--- src/rtl/pipe_reg.sv ---
// pipe_reg: DEPTH-stage valid/ready pipeline register with stall (en), flush
// and bubble squeezing. Each stage holds a valid bit and a payload; the last
// stage drives out_valid/out_data straight from its flops.
// Optional build macro PIPE_REG_PERF_EN adds the stall_cnt/flush_cnt
// performance counters and their output ports.
module pipe_reg #(
   parameter int WIDTH = 64,
   parameter int DEPTH = 1
) (
   input  logic             clk,
   input  logic             reset,
   input  logic             en,
   input  logic             flush,
   input  logic             in_valid,
   input  logic [WIDTH-1:0] in_data,
   output logic             in_ready,
   output logic             out_valid,
   output logic [WIDTH-1:0] out_data,
   input  logic             out_ready
`ifdef PIPE_REG_PERF_EN
   ,
   output logic [31:0]      stall_cnt,
   output logic [31:0]      flush_cnt
`endif
);

   logic [DEPTH-1:0] v_q;
   logic [DEPTH-1:0] v_d;
   logic [DEPTH-1:0] mv_s;
   logic [WIDTH-1:0] d_q [DEPTH];
   logic [WIDTH-1:0] d_d [DEPTH];

   // Move enables: a stage may advance when the pipe is enabled and some
   // stage at or after it is empty, or the output is being consumed. This is
   // the unrolled form of mv[k] = en & (!v[k] | mv[k+1]).
   always_comb begin : move_calc
      logic hole;
      hole = out_ready;
      mv_s = '0;
      for (int k = DEPTH - 1; k >= 0; k--) begin
         hole    = hole | ~v_q[k];
         mv_s[k] = en & hole;
      end
   end

   // Next-state for valid bits and payloads; flush drops valids, payloads hold.
   always_comb begin
      v_d = v_q;
      for (int k = 0; k < DEPTH; k++) begin
         d_d[k] = d_q[k];
      end
      if (flush) begin
         v_d = '0;
      end else begin
         if (mv_s[0]) begin
            v_d[0] = in_valid;
            if (in_valid) begin
               d_d[0] = in_data;
            end else begin
               d_d[0] = d_q[0];
            end
         end else begin
            v_d[0] = v_q[0];
         end
         for (int k = 1; k < DEPTH; k++) begin
            if (mv_s[k]) begin
               v_d[k] = v_q[k-1];
               if (v_q[k-1]) begin
                  d_d[k] = d_q[k-1];
               end else begin
                  d_d[k] = d_q[k];
               end
            end else begin
               v_d[k] = v_q[k];
            end
         end
      end
   end

   // Stage registers with synchronous reset clearing valids and payloads.
   always_ff @(posedge clk) begin
      if (reset) begin
         v_q <= '0;
         for (int k = 0; k < DEPTH; k++) begin
            d_q[k] <= '0;
         end
      end else begin
         v_q <= v_d;
         for (int k = 0; k < DEPTH; k++) begin
            d_q[k] <= d_d[k];
         end
      end
   end

   assign in_ready  = mv_s[0];
   assign out_valid = v_q[DEPTH-1];
   assign out_data  = d_q[DEPTH-1];

`ifdef PIPE_REG_PERF_EN
   logic [31:0] stall_cnt_q;
   logic [31:0] stall_cnt_d;
   logic [31:0] flush_cnt_q;
   logic [31:0] flush_cnt_d;

   // Counter increments: stalled output or disabled pipe, and flush cycles.
   always_comb begin
      if ((v_q[DEPTH-1] & ~out_ready) | ~en) begin
         stall_cnt_d = stall_cnt_q + 32'd1;
      end else begin
         stall_cnt_d = stall_cnt_q;
      end
      if (flush) begin
         flush_cnt_d = flush_cnt_q + 32'd1;
      end else begin
         flush_cnt_d = flush_cnt_q;
      end
   end

   // Counter registers, cleared by reset, wrapping naturally at 2^32.
   always_ff @(posedge clk) begin
      if (reset) begin
         stall_cnt_q <= 32'd0;
         flush_cnt_q <= 32'd0;
      end else begin
         stall_cnt_q <= stall_cnt_d;
         flush_cnt_q <= flush_cnt_d;
      end
   end

   assign stall_cnt = stall_cnt_q;
   assign flush_cnt = flush_cnt_q;
`endif

endmodule

--- config.mk ---
export PLATFORM = sky130hd
export DESIGN_NAME = pipe_reg
export DESIGN_NICKNAME = d
export VERILOG_FILES = /design/src/rtl/pipe_reg.sv
export SDC_FILE = /design/constraint.sdc
export NUM_CORES = 1
export LEC_CHECK = 0
export ABC_AREA = 1
export BUFFER_PORTS_ARGS = -buffer_cell sky130_fd_sc_hd__buf_2
export CAP_MARGIN = 20
export CORE_ASPECT_RATIO = 1.1
export CORE_MARGIN = 4
export CORE_UTILIZATION = 52
export CTS_BUF_LIST = sky130_fd_sc_hd__clkbuf_8
export DETAILED_ROUTE_END_ITERATION = 10
export HOLD_SLACK_MARGIN = 0.05
export PLACE_DENSITY = 0.88
export SKIP_CTS_REPAIR_TIMING = 1
export SYNTH_ARGS = -nofsm -noshare
export SYNTH_HDL_FRONTEND = slang
export SYNTH_SLANG_ARGS = --single-unit
--- constraint.sdc ---
create_clock -name clk -period 1.9 [get_ports clk]
set_input_delay 0.19 -clock clk [delete_from_list [all_inputs] [get_ports clk]]
set_output_delay 0.19 -clock clk [all_outputs]
set_load 0.05 [all_outputs]
==> results of run 1 <==
-- cell type report --
class	count	area, um2	area share
Clock buffer	11	151	0.0402
Clock inverter	4	43.8	0.0116
Inverter	70	263	0.0697
Multi-Input combinational cell	263	1180	0.313
Sequential cell	65	1300	0.345
Tap cell	75	93.8	0.0249
Timing Repair Buffer	140	738	0.196
-- power groups by stage --
stage                     registers (mW)  logic (mW)  clock network [mW]
after floorplan                     1.74       0.252                   0
after detailed placement            1.50       0.670                   0
after CTS                           1.47       0.672                1.17
after global placement              1.50       0.661                   0
after global routing                1.48       0.722                1.24
final                               1.47       0.667                1.15
-- synth_stat cells --
master and instances:
buf_1 7, buf_2 14, buf_4 6, buf_6 6, dfxtp_1 65, inv_1 68, inv_2 2, nand2_1 65
nand2_2 1, nand4_1 64, nor2_1 129, nor2_4 1, nor2_8 1, nor3_1 1, o21ai_0 1
-- worst max-delay path, delay by kind of cell (launching register included) --
kind | cells | cell delay (ns)
buffers and inverters | 1 | 0.51
AND/OR/NAND/NOR | 4 | 0.42
flip-flops | 1 | 0.33
-- layout by cell type (no fill, tap or decap), drive strengths merged --
master and count:
nand4 64, clkbuf 11, nor3 1, nor2 131, o21ai 1, clkinv 2, nand2 66, inv 71
dfxtp 65, buf 140, bufinv 1
-- state kept, by name, indices dropped and copies added, names as in the netlist --
name and flops:
out_valid 1, d_q 64
-- through the flow --
step                       util  cell area [um2]  worst slack (ns)
after floorplan               -             2950             0.522
after global placement    0.658             3570             0.546
after detailed placement  0.658             3570             0.492
after CTS                 0.694             3770             0.524
after global routing      0.694             3770             0.414
final                     0.694             3770             0.502
-- layer usage --
layer,GRT usage,part of all wire
met1,0.238,0.42
met2,0.360,0.48
met3,0.0549,0.080
met4,0.0829,0.014
met5,0,0.0018
-- how the worst max path moves through the flow --
| stage | depth (start not counted) | to | from | slack [ns] |
|---|---|---|---|---|
| floorplan | 6 | d_q[0][0]$_SDFFE_PP0P_ | out_valid$_SDFFE_PP0P_ | 0.52 |
| global placement | 6 | d_q[0][62]$_SDFFE_PP0P_ | flush | 0.55 |
| finish | 5 | d_q[0][52]$_SDFFE_PP0P_ | out_valid$_SDFFE_PP0P_ | 0.50 |
| detailed placement | 6 | d_q[0][52]$_SDFFE_PP0P_ | flush | 0.49 |
| CTS | 5 | d_q[0][52]$_SDFFE_PP0P_ | out_valid$_SDFFE_PP0P_ | 0.52 |
| global route | 5 | d_q[0][53]$_SDFFE_PP0P_ | out_valid$_SDFFE_PP0P_ | 0.41 |
-- cell families (layout without fill, tap and decap cells) --
logic type,count (synthesis),in the layout
AO/OA/AOI/OAI,1,1
flip-flops,65,65
AND/OR/NAND/NOR,262,262
buffers and inverters,103,225
==> flow_summary_export.csv, run 1 <==
group,metric,value,unit
yosys,synth-compound-area-share,0.00170,
job,maxCapViolCount,0,
timing,skew,0.00480,ns
timing,finalHoldViolCount,0,
yosys,synth_cell_types,15,
setup_path,cp_slowest_cell,"buf_4",
yosys,synth_warnings,0,
timing,setup_tns,0,ns
setup_path,cp_cell_sequence,"nand2_2, buf_4, nand4_1, nand2_1, nor2_1",
yosys,synth_largest_area_cell,"dfxtp_1",
worst_hold_path,worstHoldStart,"in_valid",
setup_path,crit_fanout,64,
global_routing,grt_max_degree,66,
yosys,muxShareOfSynthArea,0,
cts,clk_path_buf_depth,2,
setup_path,crit_type,"reg2reg",
die,die_h,87.0,um
cts,htreeDepth,3,
pwr,switching_share,0.304,
pwr,power.internal,2.29,mW
routing,drc,0,
cts,cts_tree,"done",
pwr,total_power,3.29,mW
worst_hold_path,hold_end,"out_valid$_SDFFE_PP0P_",
status,status,"finished clean",
yosys,synth_top_family_by_area,"simple AND/OR/NAND/NOR gates",
timing,fin_crit,1.40,ns
global_routing,grt_pass1_vias,2673,
setup_path,reg2reg_from,"out_valid$_SDFFE_PP0P_",
setup_path,critPathCaptureType,"flop",
routing,viasPerCell,4.77,
routing,drt-pass1-iter-count,4,
yosys,synth.cell_area,2950,um2
place,finalWeightedCongestion,0.758,
pwr,combPwrFrac,0.203,
cts,cts_root_buf,"clkbuf_8",
timing,setup_violations,0,
yosys,synth_top_area_share,0.441,
pwr,p_sw,1.00,mW
cts,clock-sinks,65,
pwr,leakage,2.15,nW
timing,hold_slack,0.105,ns
cells_and_area,fill_cells,456,
cts,numCtsBuffers,9,
setup_path,regToRegSetupSlack,0.50,ns
yosys,syn_nets,501,
cells_and_area,num-nets-final,619,
setup_path,slowest_delay,0.51,ns
routing,drt_iter0_markers,153,
global_routing,grt_usage,0.206,
setup_path,cp.arrival,1.62,ns
cts,clkTransAtPathRegs,0.07,ns
place,dp_cells,613,
pwr,power_density,872,nW/um2
die,dieArea,6940,um2
yosys,ys_ff_latch,65,
setup_path,r2r_cells,5,
global_routing,grt.overflow.total,0,
yosys,syn_avg_cell_area,6.84,um2
place,portBuffers,135,
die,coreArea,5430,um2
die,ios,136,
cts,insertion_delay,0.32,ns
timing,fmax,715,MHz
routing,wl_per_cell,11.7,um
timing,maxSlewViolCount,0,
routing,vias,2997,
setup_path,start_kind,"flop",
place,dpl.hpwl,4930,um
yosys,synth-simple-area-share,0.397,
timing,rsz0062_at_grt,"false",
timing,relSlewSlack,0.567,
setup_path,r2r_end,"d_q[0][52]$_SDFFE_PP0P_",
cells_and_area,antennaDiodeCount,0,
worst_hold_path,whs_path_depth,3,
die,rows,28,
yosys,synth_xor_area_frac,0,
timing,tightest_slew,0.649,ns
die,start_util,0.543,
global_routing,grt_pass1_wl,11500,um
yosys,synth-adder-area-share,0,
routing,drt_wl_total,7320,um
setup_path,crit_required,2.12,ns
pwr,clock_power_share,0.350,
cells_and_area,syn_to_final_growth,27.8,%
yosys,seq_area_frac_synth,0.441,
worst_hold_path,hp-class,"in2reg",
yosys,synth.area.top_cells,"dfxtp_1 (44%), nor2_1 (16%), nand4_1 (14%)",
yosys,syn_inst,431,
cells_and_area,final_cells,628,
cells_and_area,drive_above_1_share,0.289,
routing,ant_nets,0,
timing,period_share,0.736,
pwr,vdd_drop_max,469,uV
pwr,pwr-share-seq,0.447,
global_routing,antenna_found_initial,1,
die,die_width,79.8,um
(Power assumes the default switching activity.)
==> inputs of run 2 (changes only) <==
--- a/config.mk
+++ b/config.mk
@@ -10,11 +10,11 @@
 export CAP_MARGIN = 20
 export CORE_ASPECT_RATIO = 1.1
 export CORE_MARGIN = 4
-export CORE_UTILIZATION = 52
+export CORE_UTILIZATION = 48
 export CTS_BUF_LIST = sky130_fd_sc_hd__clkbuf_8
 export DETAILED_ROUTE_END_ITERATION = 10
 export HOLD_SLACK_MARGIN = 0.05
-export PLACE_DENSITY = 0.88
+export PLACE_DENSITY = 0.82
 export SKIP_CTS_REPAIR_TIMING = 1
 export SYNTH_ARGS = -nofsm -noshare
 export SYNTH_HDL_FRONTEND = slang
==> constraint.sdc (replaced) <==
create_clock -name clk -period 1.4 [get_ports clk]
set_input_delay 0.14 -clock clk [delete_from_list [all_inputs] [get_ports clk]]
set_output_delay 0.14 -clock clk [all_outputs]
set_load 0.05 [all_outputs]
==> run 2 against run 1 <==
- final area increased by 1.4%
- highest routed layer is now met4
- die area increased by 7.5%
- non-clock buffer count increased by 4
- cell count increased by 1.1%
- first-iteration DRC count decreased by 25%
- largest power group unchanged
- worst setup slack got worse by 0.40 ns
- flip-flop and latch count unchanged
- core utilization decreased by 4.4 points
==> flow_summary_export.csv, run 2 (synthesis gave the netlist of run 1 again) <==
group,metric,value,unit
status,status,"finished clean",
setup_path,critPathCaptureType,"output port",
cts,clock-sinks,65,
timing,relSlewSlack,0.721,
place,dp_slack,0.185,ns
global_routing,grt.overflow.total,0,
setup_path,cp.depth,4,
routing,viasPerCell,4.79,
die,die_width,82.7,um
setup_path,slowest_delay,0.33,ns
die,coreArea,5880,um2
setup_path,cp.arrival,1.16,ns
cts,cts_root_buf,"clkbuf_8",
cells_and_area,largest_reg_flops,64,
routing,drt_iter0_markers,115,
cells_and_area,mostFrequentLayoutCell,"buf_2",
setup_path,crit_fanout,3,
timing,setup_violations,0,
cts,cts_tree,"done",
pwr,switching_share,0.318,
timing,layout_setup_ws,0.0984,ns
pwr,power.internal,2.94,mW
die,start_util,0.502,
pwr,combPwrFrac,0.217,
timing,skew,0.00894,ns
place,dp_cells,619,
timing,maxSlewViolCount,0,
setup_path,cp_cell_sequence,"nand2_2, nand2_2, inv_1, clkbuf_4",
setup_path,crit_required,1.26,ns
die,rows,29,
timing,setup_tns,0,ns
setup_path,start_kind,"flop",
setup_path,crit_type,"reg2out",
pwr,clock_power_share,0.320,
setup_path,cp_top_family,"flip-flops",
cells_and_area,regMostFlops,"d_q",
cells_and_area,layout.cells.most_common_list,"buf_2 (134), nor2_1 (129), inv_1 (70)",
global_routing,grt_max_degree,66,
die,ios,136,
pwr,leakage,2.18,nW
place,dpl.hpwl,5260,um
pwr,vdd_drop_max,667,uV
routing,vias,3044,
cts,insertion_delay,0.32,ns
pwr,p_sw,1.37,mW
die,die_h,90.2,um
timing,finalHoldViolCount,0,
timing,fmax,768,MHz
routing,ant_nets,0,
die,dieArea,7460,um2
pwr,power_density,1130,nW/um2
cells_and_area,num-nets-final,623,
pwr,pwr-share-seq,0.463,
setup_path,crit_top_cell,"nand2_2",
place,portBuffers,135,
setup_path,cp_slowest_cell,"dfxtp_2",
routing,drt-pass1-iter-count,5,
routing,wl_per_cell,12.3,um
routing,drc,0,
cells_and_area,syn_to_final_growth,29.6,%
worst_hold_path,whs_path_depth,3,
cells_and_area,antennaDiodeCount,0,
setup_path,path_buf_inv,2,
global_routing,grt_usage,0.216,
routing,drt_wl_total,7830,um
cts,clk_path_buf_depth,2,
pwr,total_power,4.31,mW
cts,htreeDepth,3,
timing,rsz0062_at_grt,"false",
timing,tightest_slew,0.418,ns
cells_and_area,drive_above_1_share,0.296,
worst_hold_path,hp-class,"in2reg",
global_routing,grt_pass1_vias,2978,
cts,clkTransAtPathRegs,0.07,ns
global_routing,antenna_found_initial,0,
cts,numCtsBuffers,9,
timing,period_share,0.930,
place,finalWeightedCongestion,0.740,
setup_path,r2r_cells,6,
job,maxCapViolCount,0,
timing,fin_crit,1.30,ns
global_routing,grt_pass1_wl,12900,um
cells_and_area,final_cells,635,
run 2: worst min-delay path, cell delays in order:
cell,delay (ns)
buf_2,0.09
o21ai_0,0.08
inv_1,0.06
run 2: metrics by stage:
step           area [um2]  hold WS, ns  utilization
6_report             3820       0.0660        0.650
5_1_grt              3820       0.0724        0.650
4_1_cts              3820       0.0462        0.650
3_5_place_dp         3640        0.394        0.620
3_3_place_gp         3640        0.401        0.620
2_1_floorplan        2950        0.273            -
run 2: worst paths after layout:
kind	endpoint	from	slack, ns
min reg2reg	d_q[0][50]$_SDFFE_PP0P_	d_q[0][50]$_SDFFE_PP0P_	0.48
min	out_valid$_SDFFE_PP0P_	in_valid	0.07
max reg2reg	d_q[0][52]$_SDFFE_PP0P_	out_valid$_SDFFE_PP0P_	0.18
max	in_ready	out_valid$_SDFFE_PP0P_	0.1
run 2: layout make-up:
cell class	instances	area, um2
clock buffers	11	151
clock inverters	5	22.5
fillers	543	2060
inverters	70	263
multi-input cells	263	1180
flip-flops and latches	65	1300
well taps	77	96.3
repair buffers	144	808
run 2: routing by layer:
metal / vias up / GRT usage / share of wire
met5: - / 0 / 0
met4: 0 / 0.109 / 0.022
met3: 17 / 0.0480 / 0.073
met2: 107 / 0.379 / 0.49
met1: 1346 / 0.234 / 0.41
li1: 1574 / - / -
run 2: power groups by stage:
stage               Combinational, mW  Clock (mW)  Sequential (mW)
finish                          0.934        1.38             2.00
global route                     1.02        1.49             2.00
global placement                0.918           0             2.03
detailed placement              0.935           0             2.04
floorplan                       0.342           0             2.37
CTS                             0.937        1.41             1.99
==> inputs of run 3 (changes only) <==
--- a/config.mk
+++ b/config.mk
@@ -10,12 +10,13 @@
 export CAP_MARGIN = 20
 export CORE_ASPECT_RATIO = 1.1
 export CORE_MARGIN = 4
-export CORE_UTILIZATION = 48
+export CORE_UTILIZATION = 39
 export CTS_BUF_LIST = sky130_fd_sc_hd__clkbuf_8
 export DETAILED_ROUTE_END_ITERATION = 10
 export HOLD_SLACK_MARGIN = 0.05
-export PLACE_DENSITY = 0.82
+export PLACE_DENSITY = 0.69
 export SKIP_CTS_REPAIR_TIMING = 1
+export SLEW_MARGIN = 20
 export SYNTH_ARGS = -nofsm -noshare
 export SYNTH_HDL_FRONTEND = slang
 export SYNTH_SLANG_ARGS = --single-unit
==> constraint.sdc (replaced) <==
create_clock -name clk -period 1.4 [get_ports clk]
set_input_delay 0.28 -clock clk [delete_from_list [all_inputs] [get_ports clk]]
set_output_delay 0.28 -clock clk [all_outputs]
set_load 0.05 [all_outputs]
==> run 3 against run 2 <==
- flip-flop and latch count is the same
- sequential share of layout area shrank 0.83 points
- wire length shrank 2.2%
- non-clock buffer count grew 2
- critical path depth is the same
- core utilization shrank 12 points
- combinational power grew 1%
- clock skew shrank 0.0036 ns
- maximum frequency shrank 1.6%
- via count shrank 0.99%
- critical path type unchanged
- worst setup slack lost 0.021 ns
==> flow_summary_export.csv, run 3 (synthesis gave the netlist of run 1 again) <==
group,metric,value,unit
timing,rsz0062_at_grt,"false",
job,maxCapViolCount,0,
setup_path,start_kind,"flop",
timing,finalHoldViolCount,0,
routing,drt-pass1-iter-count,4,
cts,cts_tree,"done",
place,portBuffers,135,
timing,relSlewSlack,0.803,
place,dp_cells,630,
global_routing,grt_pass1_vias,2813,
cells_and_area,multi_input_area,1190,um2
timing,setup_tns,0,ns
place,dpl.hpwl,5260,um
cells_and_area,num-nets-final,625,
setup_path,crit_type,"reg2out",
cells_and_area,final_cells,647,
setup_path,critPathCaptureType,"output port",
timing,tightest_slew,0.295,ns
cells_and_area,fill_cells,758,
timing,maxSlewViolCount,0,
routing,drt_iter0_markers,72,
routing,wl_per_cell,11.8,um
cts,insertion_delay,0.33,ns
cts,clk_path_buf_depth,2,
pwr,total_power,4.60,mW
pwr,switching_share,0.306,
setup_path,crit_fanout,3,
timing,fmax,756,MHz
global_routing,grt.overflow.total,0,
timing,period_share,0.945,
die,ios,136,
routing,drt_wl_total,7660,um
cts,clock-sinks,65,
cells_and_area,layout.cells.most_common_list,"buf_2 (134), nor2_1 (129), inv_1 (68)",
routing,ant_nets,0,
setup_path,regToRegSetupSlack,0.16,ns
routing,vias,3014,
die,coreArea,7390,um2
pwr,power.internal,3.19,mW
die,rows,33,
setup_path,crit_start,"out_valid$_SDFFE_PP0P_",
cells_and_area,syn_to_final_growth,32.8,%
cells_and_area,seqCellArea,1300,um2
routing,viasPerCell,4.66,
pwr,power_density,1180,nW/um2
pwr,clock_power_share,0.362,
die,dieArea,9020,um2
pwr,pwr-share-seq,0.433,
cells_and_area,drive_above_1_share,0.302,
pwr,combPwrFrac,0.205,
global_routing,antenna_found_initial,0,
cts,clkTransAtPathRegs,0.07,ns
setup_path,r2r_cells,7,
pwr,vdd_drop_max,510,uV
routing,drc,0,
die,start_util,0.399,
worst_hold_path,hp-class,"in2reg",
cells_and_area,regMostFlops,"d_q",
place,finalWeightedCongestion,0.742,
cts,cts_root_buf,"clkbuf_8",
setup_path,r2r_end,"d_q[0][54]$_SDFFE_PP0P_",
timing,skew,0.00533,ns
timing,setup_violations,0,
setup_path,reg2reg_from,"out_valid$_SDFFE_PP0P_",
setup_path,endpoint,"in_ready",
pwr,leakage,2.20,nW
status,status,"finished clean",
setup_path,cp.arrival,1.04,ns
cells_and_area,mostFrequentLayoutCell,"buf_2",
global_routing,grt_usage,0.168,
cts,htreeDepth,3,
die,die_width,90.9,um
cells_and_area,largest_reg_flops,64,
global_routing,grt_max_degree,65,
cts,numCtsBuffers,9,
global_routing,grt_pass1_wl,12600,um
timing,fin_crit,1.32,ns
pwr,p_sw,1.41,mW
cells_and_area,antennaDiodeCount,0,
setup_path,crit_required,1.12,ns
die,die_h,99.2,um
run 3: metrics by stage:
step	instance area, um2	utilization	setup slack, ns	hold WS, ns
global placement	3680	0.498	0.151	0.458
global route	3920	0.530	0.0255	0.223
detailed placement	3680	0.498	0.110	0.466
floorplan	2950	-	0.173	0.413
finish	3920	0.530	0.0776	0.204
CTS	3890	0.527	-0.110	0.166
run 3: layout make-up:
class,instances,area share
clock buffers,12,0.0422
clock inverters,4,0.0128
inverters,70,0.0671
multi-input cells,263,0.303
flip-flops and latches,65,0.332
well taps,87,0.0278
repair buffers,146,0.214
run 3: how the worst min path moves through the flow:
stage / from / endpoint / slack [ns] / depth (start not counted)
6_report: in_valid / out_valid$_SDFFE_PP0P_ / 0.20 / 3
5_1_grt: in_valid / out_valid$_SDFFE_PP0P_ / 0.22 / 3
4_1_cts: in_valid / out_valid$_SDFFE_PP0P_ / 0.17 / 3
3_5_place_dp: d_q[0][34]$_SDFFE_PP0P_ / d_q[0][34]$_SDFFE_PP0P_ / 0.47 / 2
3_3_place_gp: d_q[0][18]$_SDFFE_PP0P_ / d_q[0][18]$_SDFFE_PP0P_ / 0.46 / 2
2_1_floorplan: in_valid / out_valid$_SDFFE_PP0P_ / 0.41 / 2
run 3: worst max-delay path, stage by stage (launching register included):
cell	delay, ns
dfxtp_2	0.34
nand2_4	0.09
nand2_4	0.06
inv_1	0.07
buf_6	0.15
run 3: metal layers:
metal | routed length (um) | GRT usage | up-vias
met4 | 159 | 0.0766 | 0
li1 | - | - | 1575
met1 | 3340 | 0.199 | 1328
met3 | 542 | 0.0431 | 11
met2 | 3620 | 0.289 | 100
met5 | 0 | 0 | -
run 3: power by group through the flow:
stage	sequential [mW]	combinational (mW)	clock (mW)
after floorplan	2.37	0.342	0
after global placement	2.04	0.929	0
after detailed placement	2.04	0.939	0
after CTS	1.99	0.940	1.73
after global routing	2.01	1.02	1.80
final	1.99	0.943	1.67
